## config.mk

```make
export PLATFORM = sky130hd
export DESIGN_NAME = led_seq_ctrl
export DESIGN_NICKNAME = d
export VERILOG_FILES = /design/src/rtl/led_seq_ctrl.sv
export SDC_FILE = /design/constraint.sdc
export NUM_CORES = 1
export LEC_CHECK = 0
export ABC_CLOCK_PERIOD_IN_PS = 3800
export BUFFER_PORTS_ARGS = -buffer_cell sky130_fd_sc_hd__buf_2
export CAP_MARGIN = 20
export CORE_UTILIZATION = 30
export DETAILED_ROUTE_END_ITERATION = 8
export PLACE_DENSITY = 0.46
export SKIP_CTS_REPAIR_TIMING = 1
export SYNTH_ARGS = -nofsm -noshare
export SYNTH_HDL_FRONTEND = slang
export SYNTH_HIERARCHICAL = 1
export SYNTH_SLANG_ARGS = --single-unit
```

## constraint.sdc

```tcl
create_clock -name clk -period 3.8 [get_ports clk]
set_clock_uncertainty 0.15 [all_clocks]
set_input_delay 0.19 -clock clk [delete_from_list [all_inputs] [get_ports clk]]
set_output_delay 0.19 -clock clk [all_outputs]
set_load 0.02 [all_outputs]
```

## src/rtl/led_seq_ctrl.sv

```systemverilog
// LED pattern sequencer: debounced mode/pause buttons, speed-scaled step
// tick, four patterns (rotate left/right, bounce, blink).

module led_seq_debounce #(
  parameter int DB_CYCLES = 200000
) (
  input  logic clk,
  input  logic rst,
  input  logic raw,
  output logic press
);

  localparam int CW = (DB_CYCLES > 2) ? $clog2(DB_CYCLES) : 1;
  localparam logic [CW-1:0] LAST = CW'(DB_CYCLES - 1);

  logic [1:0]    sync;
  logic          stable;
  logic [CW-1:0] cnt;

  always_ff @(posedge clk) begin
    if (rst) begin
      sync   <= 2'b00;
      stable <= 1'b0;
      cnt    <= '0;
      press  <= 1'b0;
    end else begin
      sync  <= {sync[0], raw};
      press <= 1'b0;
      if (sync[1] == stable) begin
        cnt <= '0;
      end else if (cnt == LAST) begin
        // Level flips on the last mismatch; only a rise is a press.
        stable <= sync[1];
        cnt    <= '0;
        press  <= sync[1];
      end else begin
        cnt <= cnt + 1'b1;
      end
    end
  end

endmodule

module led_seq_ctrl #(
  parameter int TICK_DIV  = 5000000,
  parameter int DB_CYCLES = 200000
) (
  input  logic        clk,
  input  logic        rst,
  input  logic        btn_mode,
  input  logic        btn_pause,
  input  logic [1:0]  sw_speed,
  output logic [15:0] led_out,
  output logic [1:0]  mode_out,
  output logic        paused
);

  localparam int TW = $clog2(TICK_DIV + 1);

  typedef enum logic [1:0] {
    ROT_L  = 2'd0,
    ROT_R  = 2'd1,
    BOUNCE = 2'd2,
    BLINK  = 2'd3
  } mode_t;

  mode_t         mode;
  mode_t         mode_nxt;
  logic          mode_press;
  logic          pause_press;
  logic          tick;
  logic          dir_left;
  logic [TW-1:0] period;
  logic [TW-1:0] cnt;
  logic [15:0]   seed;

  led_seq_debounce #(
    .DB_CYCLES(DB_CYCLES)
  ) u_db_mode (
    .clk  (clk),
    .rst  (rst),
    .raw  (btn_mode),
    .press(mode_press)
  );

  led_seq_debounce #(
    .DB_CYCLES(DB_CYCLES)
  ) u_db_pause (
    .clk  (clk),
    .rst  (rst),
    .raw  (btn_pause),
    .press(pause_press)
  );

  always_comb begin
    mode_nxt = ROT_L;
    unique case (mode)
      ROT_L:  mode_nxt = ROT_R;
      ROT_R:  mode_nxt = BOUNCE;
      BOUNCE: mode_nxt = BLINK;
      BLINK:  mode_nxt = ROT_L;
      default: mode_nxt = ROT_L;
    endcase
  end

  assign seed = (mode_nxt == BLINK) ? 16'h00FF : 16'h0001;

  // A count already past a shortened period fires on the next edge.
  assign period = TW'(TICK_DIV) >> sw_speed;
  assign tick   = !paused && (cnt >= period - 1'b1);

  assign mode_out = mode;

  always_ff @(posedge clk) begin
    if (rst) begin
      mode     <= ROT_L;
      led_out  <= 16'h0001;
      paused   <= 1'b0;
      cnt      <= '0;
      dir_left <= 1'b1;
    end else begin
      if (pause_press) begin
        paused <= !paused;
      end
      if (mode_press) begin
        mode     <= mode_nxt;
        led_out  <= seed;
        cnt      <= '0;
        dir_left <= 1'b1;
      end else if (tick) begin
        cnt <= '0;
        unique case (mode)
          ROT_L:  led_out <= {led_out[14:0], led_out[15]};
          ROT_R:  led_out <= {led_out[0], led_out[15:1]};
          BOUNCE: begin
            if (dir_left) begin
              if (led_out[15]) begin
                dir_left <= 1'b0;
                led_out  <= led_out >> 1;
              end else begin
                led_out <= led_out << 1;
              end
            end else begin
              if (led_out[0]) begin
                dir_left <= 1'b1;
                led_out  <= led_out << 1;
              end else begin
                led_out <= led_out >> 1;
              end
            end
          end
          BLINK:  led_out <= ~led_out;
          default: led_out <= led_out;
        endcase
      end else if (!paused) begin
        cnt <= cnt + 1'b1;
      end
    end
  end

endmodule

```

==> results by group <==
Clock tree
  • Cts bufs inserted: 9
  • H-tree levels: 3
  • Worst-path clk slew: roughly 0.06 ns
  • Max clock buf depth: 2
  • Root Driver: clkbuf_16
  • Skew-Pair Late Insertion Delay: around 0.34 ns
  • CTS Sinks: 87
  • CTS tree: done

Placement
  • Port buffer count: 24
  • Hpwl dp: 7640 µm
  • Pre-CTS setup slack: 0.365 ns
  • GPL Wtd Cong: 0.814
  • Placed cell count: ~800

STA
  • Peak Freq: 323 MHz
  • Final hold viol count: 0
  • RSZ-0062 raised after global routing: false
  • Period minus WS final: about 3.1 ns
  • Rel. slew slack: 0.460
  • Final WS setup: 0.703 ns
  • Worst Tran Pin Value: approximately 0.81 ns
  • Fin Setup TNS: 0 ns
  • Max-slew violations: 0
  • Final setup fails: 0
  • Final worst path period share: 0.815

Synth
  • Synth Flop Type: dfxtp_1
  • Unique masters post-synth: 55
  • Synthesis Warnings: 6
  • Syn Nets: approximately 620
  • Register area share after synthesis: 0.363
  • Ys async rst share: 0
  • Area fraction of the dominant cell type after synthesis: 0.363
  • Post-Syn Area: ~4800 µm²
  • Post-synth EDFFs: 0
  • Mapped Cells: just under 600
  • Area leader, netlist: dfxtp_1
  • Ranking of synthesized cells by area: dfxtp_1, ha_1, nor2_1
  • Synthesized area per cell: around 8.3 µm²
  • Synth Register Bits: between 80 and 90

Run status
  • Outcome: complete, no violations

Layout
  • Nets@finish: between 600 and 700
  • Area growth, synth to finish: 12.2%
  • Post-Layout Cell Count: between 800 and 900
  • Diodes inserted: 0
  • Share of layout cells above drive strength 1: 0.0982

Die
  • Initial Utilization: 0.311
  • Die W: 129 µm
  • Core Rows: 45
  • # IOs: 25
  • Die ar.: roughly 17,000 µm²
  • Core ar.: roughly 15,000 µm²
  • Die height: 129 µm

Hold path
  • HP Start: rst
  • Min-delay worst type: in2reg

Detailed routing
  • Drt pass-1 iters: 4
  • Vias per cell: roughly 5
  • Vias post-DR: 4,053
  • ANT nets after route: 0
  • DRT iter0 DRCs: 209
  • # DRC: 0
  • Routed WL: approximately 11,000 µm
  • Average wire per standard cell: about 13 µm

Critical path
  • Worst r2r src: cnt[4]
  • Crit-path max FO: 8
  • Crit path launch type: input pin
  • Critical path startpoint: sw_speed[1]
  • WS Path Type: in2reg
  • Worst Path Required: ~3.9 ns
  • Worst Path Arrival: between 3 and 4 ns
  • Worst Setup End Kind: flip-flop

GRT
  • GR Overflow Total: 0
  • Global-route wire length before repair: about 18,000 µm
  • Vias in the first global route: 3,783
  • Largest net degree at the start of global routing: 23
  • Antenna violations before repair: 0
  • Total GRT Usage: 0.139

Pwr
  • Peak supply drop: between 200 and 300 µV
  • Pwr dens: between 300 and 400 nW/µm²
  • Pleak: roughly 1.8 nW

Run
  • Max-cap viol count: 0
==> cell usage after synthesis (all sizes together), types with 3 or more instances <==
cell     n
nand3b   3
o31ai   10
nor3    24
nor2    90
inv     21
clkbuf  14
nand3   24
a211oi  12
a31o     4
or4      3
xnor2   29
nand4   17
a221oi   6
buf      6
nand2b  12
nor4    10
or4b     4
o21ai   19
xor2    20
a31oi    9
dfxtp   87
a21o     4
a21oi   33
ha      34
nand2   43
and3     8
nor2b    8
==> metrics by stage <==
| stage | power, mW | hold slack (ns) | cell area [µm²] | util |
|---|---|---|---|---|
| after floorplan | 0.986 | 0.112 | 4800 | - |
| after global placement | 1.00 | 0.259 | 5110 | 0.331 |
| after detailed placement | 1.00 | 0.255 | 5110 | 0.331 |
| after CTS | 1.82 | -0.104 | 5370 | 0.348 |
| after global routing | 1.88 | 0.132 | 5390 | 0.350 |
| final | 1.79 | 0.0967 | 5390 | 0.350 |
==> final cells by class <==
| type | count | area (µm²) |
|---|---|---|
| repair buffers | 29 | 163 |
| clock inverters | 4 | 22.5 |
| multi-input cells | 449 | 2880 |
| flip-flops and latches | 87 | 1740 |
| inverters | 21 | 78.8 |
| well taps | 211 | 264 |
| fillers | 1660 | 10000 |
| clock buffers | 11 | 243 |
==> logic make-up after synthesis <==
family	share of synthesized area
and+or+nand+nor	0.265
AOI/OAI and AO/OA	0.155
DFF	0.362
xor gates and xnor gates	0.0893
buffers and inverters	0.0380
adders and majority gates	0.0885
muxes	0.00208
==> cells in the final DEF (no fill, tap or decap), drive strengths merged, types with 19 or more instances in the layout <==
cell   Yosys  layout
o21ai     19      19
ha        34      34
buf        6      27
nor3      24      24
nor2      90      90
nand3     24      24
nand2     43      43
xor2      20      20
a21oi     33      33
inv       21      21
xnor2     29      29
dfxtp     87      87
==> power breakdown <==
part / leakage (nW) / switching, mW / internal [mW]
combinational: 1.00 / 0.0393 / 0.0215
clock: 0.131 / 0.353 / 0.454
sequential: 0.702 / 0.00565 / 0.917
==> sequential cells by signal (all words and copies together) (netlist names) <==
| register | cells |
|---|---|
| u_db_pause/sync | 2 |
| led_out | 16 |
| dir_left | 1 |
| u_db_mode/sync | 2 |
| u_db_mode/stable | 1 |
| u_db_mode/cnt | 18 |
| paused | 1 |
| u_db_mode/press | 1 |
| u_db_pause/stable | 1 |
| u_db_pause/cnt | 18 |
| mode_out | 2 |
| cnt | 23 |
| u_db_pause/press | 1 |
==> final timing paths <==
kind / end / cells past startpoint / slack (ns)
min: mode_out[1] / 2 / 0.1
max: led_out[4] / 14 / 0.70
min reg2reg: u_db_pause/sync[1] / 1 / 0.29
max reg2reg: led_out[4] / 8 / 1.16
==> per-layer routing <==
layer / global-route usage / routed length [µm]
met1: 0.186 / 5440
met2: 0.214 / 4640
met3: 0.0362 / 439
met4: 0.0526 / 157
met5: 0 / 0
==> worst max-delay path, cell delays in order <==
cell and delay (ns):
buf_2 0.15, inv_1 0.13, ha_1 0.37, nor4_1 0.35, xor2_1 0.18, nor2_1 0.06, ha_1 0.27, nand2_1 0.07
o21ai_0 0.10, a221o_1 0.39, o31ai_4 0.42, buf_4 0.23, buf_4 0.16, o31ai_1 0.08
No activity file was read; power rests on OpenSTA's default activity.
